===== src/rtl/mips_pkg.sv =====
// Shared decode definitions: opcodes, functs, ALU/write-back encodings, decoded bundle.
// Used by mips_decode_comb and decoder_control_pipe.
package mips_pkg;

  localparam int INSTR_W = 32;

  localparam logic [5:0] OP_RTYPE = 6'b000000;
  localparam logic [5:0] OP_ADDI  = 6'b001000;
  localparam logic [5:0] OP_SLTI  = 6'b001010;
  localparam logic [5:0] OP_ANDI  = 6'b001100;
  localparam logic [5:0] OP_ORI   = 6'b001101;
  localparam logic [5:0] OP_LW    = 6'b100011;
  localparam logic [5:0] OP_SW    = 6'b101011;
  localparam logic [5:0] OP_BEQ   = 6'b000100;
  localparam logic [5:0] OP_BNE   = 6'b000101;
  localparam logic [5:0] OP_J     = 6'b000010;
  localparam logic [5:0] OP_JAL   = 6'b000011;

  localparam logic [5:0] FN_ADD = 6'b100000;
  localparam logic [5:0] FN_SUB = 6'b100010;
  localparam logic [5:0] FN_AND = 6'b100100;
  localparam logic [5:0] FN_OR  = 6'b100101;
  localparam logic [5:0] FN_SLT = 6'b101010;
  localparam logic [5:0] FN_SLL = 6'b000000;
  localparam logic [5:0] FN_SRL = 6'b000010;

  localparam logic [3:0] ALU_AND = 4'b0000;
  localparam logic [3:0] ALU_OR  = 4'b0001;
  localparam logic [3:0] ALU_ADD = 4'b0010;
  localparam logic [3:0] ALU_SUB = 4'b0110;
  localparam logic [3:0] ALU_SLT = 4'b0111;
  localparam logic [3:0] ALU_SLL = 4'b1000;
  localparam logic [3:0] ALU_SRL = 4'b1001;

  localparam logic [1:0] WB_ALU = 2'b00;
  localparam logic [1:0] WB_MEM = 2'b01;
  localparam logic [1:0] WB_PC4 = 2'b10;

  localparam logic [4:0] LINK_REG = 5'd31;

  typedef struct packed {
    logic        reg_dst;
    logic        jump;
    logic        branch;
    logic        branch_ne;
    logic        mem_read;
    logic        mem_write;
    logic        alu_src;
    logic        reg_write;
    logic        select_shamt;
    logic [1:0]  mem_to_reg;
    logic [3:0]  alu_ctrl;
    logic [31:0] imm;
    logic [4:0]  rs;
    logic [4:0]  rt;
    logic [4:0]  rd;
    logic [4:0]  shamt;
    logic [25:0] jump_address;
    logic        illegal;
  } bundle_t;

endpackage


===== src/rtl/mips_decode_comb.sv =====
// Purely combinational instruction word to control bundle decode.
// DECODER_ILLEGAL_TRAP_EN: unsupported encodings flag illegal instead of decoding to a NOP.
module mips_decode_comb
  import mips_pkg::*;
(
  input  logic [31:0] instr,
  output bundle_t     bundle
);

  logic [5:0] opcode;
  logic [5:0] funct;
  logic       supported;
  bundle_t    dec;

  assign opcode = instr[31:26];
  assign funct  = instr[5:0];

  always_comb begin
    dec              = '0;
    supported        = 1'b1;
    dec.rs           = instr[25:21];
    dec.rt           = instr[20:16];
    dec.rd           = instr[15:11];
    dec.shamt        = instr[10:6];
    dec.jump_address = instr[25:0];
    dec.imm          = {{16{instr[15]}}, instr[15:0]};

    case (opcode)
      OP_RTYPE: begin
        dec.reg_dst   = 1'b1;
        dec.reg_write = 1'b1;
        case (funct)
          FN_ADD: dec.alu_ctrl = ALU_ADD;
          FN_SUB: dec.alu_ctrl = ALU_SUB;
          FN_AND: dec.alu_ctrl = ALU_AND;
          FN_OR:  dec.alu_ctrl = ALU_OR;
          FN_SLT: dec.alu_ctrl = ALU_SLT;
          FN_SLL: begin
            dec.alu_ctrl     = ALU_SLL;
            dec.select_shamt = 1'b1;
          end
          FN_SRL: begin
            dec.alu_ctrl     = ALU_SRL;
            dec.select_shamt = 1'b1;
          end
          default: supported = 1'b0;
        endcase
      end
      OP_ADDI: begin
        dec.alu_ctrl  = ALU_ADD;
        dec.alu_src   = 1'b1;
        dec.reg_write = 1'b1;
      end
      OP_SLTI: begin
        dec.alu_ctrl  = ALU_SLT;
        dec.alu_src   = 1'b1;
        dec.reg_write = 1'b1;
      end
      OP_ANDI: begin
        dec.alu_ctrl  = ALU_AND;
        dec.alu_src   = 1'b1;
        dec.reg_write = 1'b1;
        dec.imm       = {16'h0000, instr[15:0]};
      end
      OP_ORI: begin
        dec.alu_ctrl  = ALU_OR;
        dec.alu_src   = 1'b1;
        dec.reg_write = 1'b1;
        dec.imm       = {16'h0000, instr[15:0]};
      end
      OP_LW: begin
        dec.mem_read   = 1'b1;
        dec.mem_to_reg = WB_MEM;
        dec.alu_src    = 1'b1;
        dec.reg_write  = 1'b1;
        dec.alu_ctrl   = ALU_ADD;
      end
      OP_SW: begin
        dec.mem_write = 1'b1;
        dec.alu_src   = 1'b1;
        dec.alu_ctrl  = ALU_ADD;
      end
      OP_BEQ: begin
        dec.branch   = 1'b1;
        dec.alu_ctrl = ALU_SUB;
      end
      OP_BNE: begin
        dec.branch    = 1'b1;
        dec.branch_ne = 1'b1;
        dec.alu_ctrl  = ALU_SUB;
      end
      OP_J: dec.jump = 1'b1;
      OP_JAL: begin
        dec.jump       = 1'b1;
        dec.reg_write  = 1'b1;
        dec.mem_to_reg = WB_PC4;
        dec.rd         = LINK_REG;
      end
      default: supported = 1'b0;
    endcase
  end

  // Unsupported encodings never carry enables; the trap build only adds the flag.
  always_comb begin
    bundle = dec;
    if (!supported) begin
      bundle = '0;
`ifdef DECODER_ILLEGAL_TRAP_EN
      bundle.illegal = 1'b1;
`endif
    end
  end

endmodule


===== src/rtl/decoder_control_pipe.sv =====
// Decoder front end with a DEPTH-entry in-order queue of control bundles and valid/ready on both sides.
// DECODER_ILLEGAL_TRAP_EN (see mips_decode_comb) selects trapping of unsupported encodings.
module decoder_control_pipe
  import mips_pkg::*;
#(
  parameter  int XLEN       = 32,
  parameter  int DEPTH      = 2,
  parameter  int ALU_CTRL_W = 4,
  localparam int CNT_W      = $clog2(DEPTH + 1)
) (
  input  logic                  clk,
  input  logic                  rst,
  input  logic                  flush,
  input  logic                  in_valid,
  output logic                  in_ready,
  input  logic [XLEN-1:0]       instr,
  output logic                  out_valid,
  input  logic                  out_ready,
  output logic                  RegDst,
  output logic                  Jump,
  output logic                  Branch,
  output logic                  BranchNE,
  output logic                  MemRead,
  output logic                  MemWrite,
  output logic                  ALUSrc,
  output logic                  RegWrite,
  output logic                  select_shamt,
  output logic [1:0]            MemtoReg,
  output logic [ALU_CTRL_W-1:0] ALU_Control,
  output logic [XLEN-1:0]       imm_extended,
  output logic [4:0]            rs,
  output logic [4:0]            rt,
  output logic [4:0]            rd,
  output logic [4:0]            shamt,
  output logic [25:0]           jump_address,
  output logic                  illegal,
  output logic                  decoder_done,
  output logic [CNT_W-1:0]      count
);

  localparam int PTR_W = (DEPTH > 1) ? $clog2(DEPTH) : 1;

  bundle_t          dec;
  bundle_t          mem [DEPTH];
  bundle_t          head;
  logic [PTR_W-1:0] rd_ptr;
  logic [PTR_W-1:0] wr_ptr;
  logic [CNT_W-1:0] cnt;
  logic             done;
  logic             push;
  logic             pop;

  function automatic logic [PTR_W-1:0] ptr_inc(input logic [PTR_W-1:0] p);
    return (p == PTR_W'(DEPTH - 1)) ? '0 : p + 1'b1;
  endfunction

  mips_decode_comb u_decode (
    .instr  (instr[31:0]),
    .bundle (dec)
  );

  assign in_ready  = (cnt < CNT_W'(DEPTH));
  assign out_valid = (cnt != '0);
  assign push      = in_valid && in_ready;
  assign pop       = out_valid && out_ready;

  always_ff @(posedge clk) begin
    if (rst) begin
      rd_ptr <= '0;
      wr_ptr <= '0;
      cnt    <= '0;
      done   <= 1'b0;
      for (int i = 0; i < DEPTH; i++) mem[i] <= '0;
    end else if (flush) begin
      // Flushed entries are discarded silently, so no done pulse either.
      rd_ptr <= '0;
      wr_ptr <= '0;
      cnt    <= '0;
      done   <= 1'b0;
    end else begin
      if (push) begin
        mem[wr_ptr] <= dec;
        wr_ptr      <= ptr_inc(wr_ptr);
      end
      if (pop) rd_ptr <= ptr_inc(rd_ptr);
      case ({push, pop})
        2'b10:   cnt <= cnt + 1'b1;
        2'b01:   cnt <= cnt - 1'b1;
        default: cnt <= cnt;
      endcase
      done <= pop;
    end
  end

  assign head = out_valid ? mem[rd_ptr] : '0;

  assign RegDst       = head.reg_dst;
  assign Jump         = head.jump;
  assign Branch       = head.branch;
  assign BranchNE     = head.branch_ne;
  assign MemRead      = head.mem_read;
  assign MemWrite     = head.mem_write;
  assign ALUSrc       = head.alu_src;
  assign RegWrite     = head.reg_write;
  assign select_shamt = head.select_shamt;
  assign MemtoReg     = head.mem_to_reg;
  assign ALU_Control  = ALU_CTRL_W'(head.alu_ctrl);
  assign imm_extended = XLEN'(head.imm);
  assign rs           = head.rs;
  assign rt           = head.rt;
  assign rd           = head.rd;
  assign shamt        = head.shamt;
  assign jump_address = head.jump_address;
  assign illegal      = head.illegal;
  assign decoder_done = done;
  assign count        = cnt;

endmodule

===== config.mk =====
export PLATFORM = sky130hd
export DESIGN_NAME = decoder_control_pipe
export DESIGN_NICKNAME = d
export VERILOG_FILES = /design/src/rtl/mips_pkg.sv /design/src/rtl/mips_decode_comb.sv /design/src/rtl/decoder_control_pipe.sv
export SDC_FILE = /design/constraint.sdc
export NUM_CORES = 1
export LEC_CHECK = 0
export CAP_MARGIN = 20
export CORE_MARGIN = 10
export CORE_UTILIZATION = 50
export CTS_CLUSTER_SIZE = 28
export DETAILED_ROUTE_END_ITERATION = 8
export PLACE_DENSITY = 0.83
export SYNTH_ARGS = -nofsm -noshare
export SYNTH_HDL_FRONTEND = slang
export SYNTH_SLANG_ARGS = --single-unit

===== constraint.sdc =====
create_clock -name clk -period 3.42 [get_ports clk]
set_input_delay 0.684 -clock clk [delete_from_list [all_inputs] [get_ports clk]]
set_output_delay 0.684 -clock clk [all_outputs]
set_load 0.02 [all_outputs]

==> run metrics, run 1 <==
synth cell count leaders=edfxtp_1, nor2_1, buf_4, mux2i_1, nor3b_2; hold endpoint=rd_ptr; final hold slack=523 ps; Worst Hold Depth=2; Multi-input gate area=1950 um^2; most frequent cell after synthesis=edfxtp_1; # DRC=0; HP Class=reg -> reg; flops & latches, synth=100; dpl hpwl=8500 um; pre-CTS setup slack=488 ps; synth warn=0; Horiz. Die Dim=124 um; RSZ-0062 raised after global routing=no; CTS Hold Bufs=0; remaining global-route overflow=0; first-pass GRT wire length=19900 um; setup TNS=0 ps; Max-Cap Viols=0; routed vias=3628; syn avg cell area=12.0 um^2; clk slew on worst S/H paths=90 ps; reg2reg start=count[1]; routability congestion estimate=0.837; Core ar.=10700 um^2; kind of critical path=reg -> out; post-CTS setup buffers=0; final setup margin=286 ps; CP endpoint kind=output pin; area of placed instances=6560 um^2; Leak Pwr=2.17 nW; Clk Latency, worst-skew pair=350 ps; asr flop ratio synth=0%; mapped cell area=5460 um^2; fin crit share=91.6%; diode count=0; Max VDD drop=0.192 mV; starting DRC count in detailed routing=260; worst-path maximum fanout=16; number of synthesized flops with an enable pin=94; I/O pins=136; Clock Tree Buf Depth=2; htree depth=3; Area Overhead vs Synth=23.7%; initial core utilization=50.8%; # rows=38; CTS buffer count=9; Die ar.=15500 um^2; slew margin rel.=36.1%; CP Launch Type=flop; WL per Instance=18.1 um; design area=6750 um^2; nets=568; setup violation total in the final timing report=0; Syn Nets=492; skew final=8.45 ps; Post-CTS Resized=0; critical path arrival=2450 ps; Final Hold Viols=0; Worst Max-Slew Pin Slew=955 ps; status=completed; PortBufs=134; Via density=5.37; Yosys top cell by area=edfxtp_1; Worst R2R End=mem[0][59]; share of post-route cells with drive strength above 1=14.4%; Die Height=124 um; pwr dens=378 nW/um^2; sequential fraction of the synthesis area=53.9%; Sequential cell area=2940 um^2; R2R depth=4; routed wire length=12300 um; post-route ant nets=0; Sink Count=100; vias in the first global route=3946; pin count of the biggest net entering global routing=48; FILL cells=860; post-layout min period=3130 ps; Area contributors post-synth=edfxtp_1, mux2i_1, nor3b_2; initial antenna violation count=0; R2R setup slack=1210 ps; cells after synthesis=454; top cell type's share of synthesized area=51.7%; most frequently used flop master after synthesis=edfxtp_1; CP Data Required Time=2740 ps; Max Clk Rate=319 MHz; synth unique cells=51; root buffer cell=clkbuf_8; TritonCTS clock tree=done; hold path startpoint=rd_ptr; DRT Pass-1 Iters=4; GRT Util Overall=15.3%; Slew Viols, Final=0
## worst max-delay path by stage
stage | startpoint | slack (ps) | depth (start not counted) | to
global route | count[1] | 40 | 3 | imm_extended[18]
detailed placement | rst | 490 | 5 | mem[0][61]
finish | count[1] | 290 | 3 | imm_extended[18]
floorplan | flush | 320 | 4 | mem[0][32]
global placement | flush | 530 | 5 | mem[0][57]
CTS | count[1] | 220 | 3 | imm_extended[18]
## worst max-delay path, stage by stage (launching register included)
cell             delay [ps]
dfxtp_1                 480
nor2_4                   90
nor2_1                  740
clkdlybuf4s50_1         780
## power by group
part	internal, mW	total (mW)	switching, mW
Clock	0.343	0.741	0.397
Combinational	0.175	0.407	0.232
Sequential	1.39	1.40	0.0175
## layout make-up
class | count | share of cell area (%)
clock buffers | 11 | 1.95
clock inverters | 5 | 0.908
inverters | 13 | 0.723
multi-input cells | 263 | 28.8
flip-flops and latches | 100 | 43.6
well taps | 140 | 2.59
repair buffers | 143 | 21.4
## cell families (layout without fill, tap and decap cells)
logic type | count (synthesis) | in the layout | share of synthesized area (%)
other | 1 | 1 | 0.0687
AND/OR/NAND/NOR | 177 | 177 | 21.3
AO/OA/AOI/OAI | 32 | 32 | 4.26
flip-flops | 100 | 100 | 53.9
buffers and inverters | 91 | 172 | 10.8
adder cells (fa/ha/maj) | 1 | 1 | 0.229
multiplexers | 47 | 47 | 8.62
XOR/XNOR | 5 | 5 | 0.802
## routing by layer
metal  part of all wire (%)  vias to the layer above  global-route usage, %
met5                      0                        -                      0
met4                    1.4                        0                   5.76
met3                    7.8                       11                   4.04
met2                     50                      145                   27.2
met1                     40                     1753                   17.1
li1                       -                     1719                      -
## layout by cell type (no fill, tap or decap), types with 3 or more instances in the layout
cell type | Yosys | final
nor3_1 | 14 | 14
o21ai_0 | 10 | 10
buf_12 | 0 | 3
and3_1 | 4 | 4
nor2_1 | 74 | 73
nor3b_1 | 13 | 13
nand2_1 | 4 | 4
dfxtp_1 | 6 | 5
clkbuf_8 | 0 | 9
nand2b_1 | 5 | 3
mux2i_1 | 47 | 47
xnor2_1 | 4 | 4
buf_4 | 47 | 6
nand3_1 | 4 | 3
inv_1 | 13 | 13
edfxtp_1 | 94 | 94
nor3_2 | 3 | 3
or2_2 | 3 | 4
a21oi_1 | 6 | 6
clkdlybuf4s50_1 | 0 | 134
nor3b_2 | 30 | 30
nor4_2 | 3 | 3
o31ai_1 | 5 | 5
## flip-flops by register name, indices dropped and copies added (netlist names), named ones only
register and cells:
rd_ptr 1, decoder_done 1, count 2, mem 94, wr_ptr 1
## metrics by stage
step                      std cells  utilization, %  power (mW)
final                           675            62.8        2.55
after detailed placement        659            61.1        1.84
after global placement          659            61.1        1.83
after floorplan                 454               -        1.69
after CTS                       675            62.8        2.58
after global routing            675            62.8        2.64
Note: power is estimated with default switching activity, not from simulation.
==> run 2: changes to the inputs <==
- CTS_CLUSTER_SIZE: 28 -> 14
- SLEW_MARGIN: unset -> 25
==> run metrics, run 2 (same netlist as run 1, synthesis figures left out) <==
status=completed; kind of critical path=reg -> out; hold endpoint=rd_ptr; register name with the most flops=mem; CP Cell Sequence=buf_4 > mux2i_1 > nor2_1 > clkdlybuf4s50_1; CP endpoint kind=output pin; CP Data Required Time=2740 ps; Leak Pwr=2.17 nW; R2R depth=8; total power=2.55 mW; most used routing layer=met2; Clock Tree Buf Depth=2; max incr delay on CP=660 ps; post-layout min period=3080 ps; setup TNS=0 ps; RSZ-0062 raised after global routing=no; starting DRC count in detailed routing=303; slew margin rel.=46.0%; final hold slack=524 ps; CP top delay family=buffers and inverters; Worst Hold Depth=2; fin crit share=90.1%; Post-CTS Resized=0; PortBufs=134; routed vias=3638; routed wire length=12300 um; initial core utilization=50.8%; Slew Viols, Final=0; GR Util met1=17.1%; design area=6760 um^2; TritonCTS clock tree=done; CP bufs+invs=2; Worst R2R End=count[1]; most common cell after layout, fill and taps aside=clkdlybuf4s50_1; CTS buffer count=9; HP Class=reg -> reg; I/O pins=136; WL per Instance=18.2 um; # DRC=0; setup violation total in the final timing report=0; max FFs per register=94; critical path arrival=2400 ps; CTS Hold Bufs=0; Horiz. Die Dim=124 um; initial antenna violation count=0; Core ar.=10700 um^2; Die Height=124 um; GRT met3 Usage=4.04%; most frequent cells in the layout=clkdlybuf4s50_1, edfxtp_1, nor2_1; DRT Pass-1 Iters=4; Clk Latency, worst-skew pair=350 ps; pwr dens=378 nW/um^2; Area Overhead vs Synth=23.8%; root buffer cell=clkbuf_8; nets=568; diode count=0; remaining global-route overflow=0; Max-Cap Viols=0; vias in the first global route=3946; clk slew on worst S/H paths=100 ps; Max Clk Rate=325 MHz; Via density=5.39; Worst path slowest cell=buf_4; dpl hpwl=8500 um; Final Hold Viols=0; routability congestion estimate=0.837; hold path startpoint=rd_ptr; area of placed instances=6560 um^2; reg2reg start=count[1]; htree depth=3; R2R setup slack=1210 ps; fin util=62.9%; Worst Max-Slew Pin Slew=810 ps; CP Launch Type=flop; worst-path maximum fanout=46; post-CTS setup buffers=0; share of post-route cells with drive strength above 1=14.6%; FILL cells=861; skew final=9.57 ps; first-pass GRT wire length=19900 um; pin count of the biggest net entering global routing=48; routing usage on met2=27.2%; GRT Util Overall=15.3%; Die ar.=15500 um^2; Max VDD drop=0.191 mV; # rows=38; Sink Count=100; post-route ant nets=0
-- run 2: changes by cell type in the layout (fill, tap and decap cells not counted) --
| cell | before | now |
|---|---|---|
| nor2_1 | 73 | 72 |
| nor2_2 | 0 | 1 |
-- run 2: through the flow --
step	cells	worst slack, ps
2_1_floorplan	454	319
3_3_place_gp	659	532
3_5_place_dp	659	488
4_1_cts	675	224
5_1_grt	675	152
6_report	675	339
-- run 2: worst max path at each step --
stage                        start  depth (start not counted)  slack (ps)               end
after floorplan              flush                          4         320        mem[0][32]
after global placement       flush                          5         530        mem[0][57]
after detailed placement       rst                          5         490        mem[0][61]
after CTS                 count[1]                          3         220  imm_extended[18]
after global routing          flop                          4         150   jump_address[9]
final                         flop                          4         340             rs[4]
-- run 2: final cells by class --
| type | instances | area [um^2] | area share (%) |
|---|---|---|---|
| clock buffers | 11 | 131 | 1.94 |
| inverters | 13 | 48.8 | 0.722 |
| well taps | 140 | 175 | 2.59 |
| repair buffers | 143 | 1450 | 21.4 |
| clock inverters | 5 | 61.3 | 0.908 |
| multi-input cells | 263 | 1950 | 28.8 |
| flip-flops and latches | 100 | 2940 | 43.6 |
-- run 2: worst min-delay path: cells and delay by family, from the launching register on --
family	cells	cell delay (ps)
xor+xnor	1	80
simple gates	1	80
flops	1	330
-- run 2: power breakdown --
part	switching, mW	total, mW	internal, mW
Sequential	0.0174	1.40	1.39
Clock	0.397	0.741	0.343
Combinational	0.233	0.408	0.175
Total	0.647	2.55	1.91
-- run 2: layer usage --
layer	part of all wire, %	routed length (um)
met1	41	5000
met2	51	6200
met3	7.3	894
met4	1.4	176
met5	0	0
==> run 3: changes to the inputs <==
- CORE_ASPECT_RATIO: unset -> 1.5
==> run metrics, run 3 (same netlist as run 1, synthesis figures left out) <==
status=completed; setup violation total in the final timing report=0; slew margin rel.=42.9%; most common cell after layout, fill and taps aside=clkdlybuf4s50_1; I/O pins=136; Post-CTS Resized=0; Die ar.=15600 um^2; remaining global-route overflow=0; Slew Viols, Final=0; Worst path slowest cell=clkdlybuf4s50_1; TritonCTS clock tree=done; Clock Tree Buf Depth=2; Clk Latency, worst-skew pair=340 ps; root buffer cell=clkbuf_16; final setup margin=309 ps; RSZ-0062 raised after global routing=no; Max VDD drop=0.294 mV; CP startpoint=count[1]; worst-path maximum fanout=16; Via density=5.38; Die Height=148 um; vias in the first global route=3898; Core ar.=10600 um^2; share of post-route cells with drive strength above 1=14.5%; CP endpoint kind=output pin; post-route ant nets=0; dpl hpwl=9100 um; CP Data Required Time=2740 ps; critical path arrival=2430 ps; fin crit share=91.0%; Final Hold Viols=0; reg2reg start=count[1]; starting DRC count in detailed routing=322; post-layout min period=3110 ps; clk slew on worst S/H paths=70 ps; post-CTS setup buffers=0; CP Cell Sequence=nor2_4 > nor2_1 > clkdlybuf4s50_1; max incr delay on CP=770 ps; most frequent cells in the layout=clkdlybuf4s50_1, edfxtp_1, nor2_1; Max Clk Rate=321 MHz; routability congestion estimate=0.849; max FFs per register=94; pwr dens=419 nW/um^2; diode count=0; Worst Max-Slew Pin Slew=853 ps; # DRC=0; nets=570; CTS buffer count=9; setup TNS=0 ps; register name with the most flops=mem; GRT Util Overall=16.3%; initial core utilization=51.3%; Leak Pwr=2.22 nW; pre-CTS setup slack=476 ps; CTS Hold Bufs=0; hold path startpoint=rd_ptr; Horiz. Die Dim=105 um; WL per Instance=19.1 um; DRT Pass-1 Iters=4; Max-Cap Viols=0; htree depth=3; # rows=46; routed vias=3667; Area Overhead vs Synth=26.0%; CP Launch Type=flop; first-pass GRT wire length=20100 um; kind of critical path=reg -> out; Sink Count=100; HP Class=reg -> reg; pin count of the biggest net entering global routing=48; skew final=7.41 ps; routed wire length=13000 um; initial antenna violation count=0; PortBufs=134
## run 3: cell types whose count changed in the layout (fill, tap and decap cells not counted), sizes merged
cell / change
clkinvlp: +1
bufinv: +1
clkinv: -1
buf: +2
inv: -1
## run 3: per-stage QoR
| stage | instance area (um^2) | hold WS [ps] | power [mW] | std cells | utilization (%) |
|---|---|---|---|---|---|
| floorplan | 5460 | 481 | 1.69 | 454 | - |
| global placement | 6570 | 495 | 1.83 | 665 | 61.7 |
| detailed placement | 6570 | 498 | 1.85 | 665 | 61.7 |
| CTS | 6880 | 523 | 2.90 | 681 | 64.6 |
| global route | 6880 | 563 | 2.97 | 681 | 64.6 |
| finish | 6880 | 522 | 2.88 | 681 | 64.6 |
## run 3: final timing paths
path	end	slack [ps]	depth (start not counted)
max	imm_extended[30]	310	3
min	flop	520	2
max reg2reg	count[1]	1200	8
min reg2reg	flop	520	2
## run 3: metal layers
metal	wire length (um)	global-route usage [%]	vias to the layer above
met3	1030	5.92	11
li1	-	-	1730
met2	7200	30.5	136
met1	4590	15.8	1790
met5	0	0	-
met4	159	5.99	0
## run 3: where the power goes
group | switching [mW] | internal (mW) | leakage (nW) | total, mW
clock | 0.424 | 0.638 | 0.147 | 1.06
sequential | 0.0180 | 1.39 | 1.03 | 1.41
combinational | 0.235 | 0.175 | 1.05 | 0.410
## run 3: worst max-delay path, delay by kind of cell, from the launching register on
kind	cells	cell delay [ps]
simple gates	2	840
flops	1	470
buf+inv	1	770
## run 3: cell type report
| class | instances | area, um^2 |
|---|---|---|
| well taps | 144 | 180 |
| inverters | 13 | 48.8 |
| clock inverters | 5 | 76.3 |
| clock buffers | 11 | 233 |
| flip-flops and latches | 100 | 2940 |
| multi-input cells | 263 | 1950 |
| repair buffers | 145 | 1450 |
| fillers | 785 | 3770 |
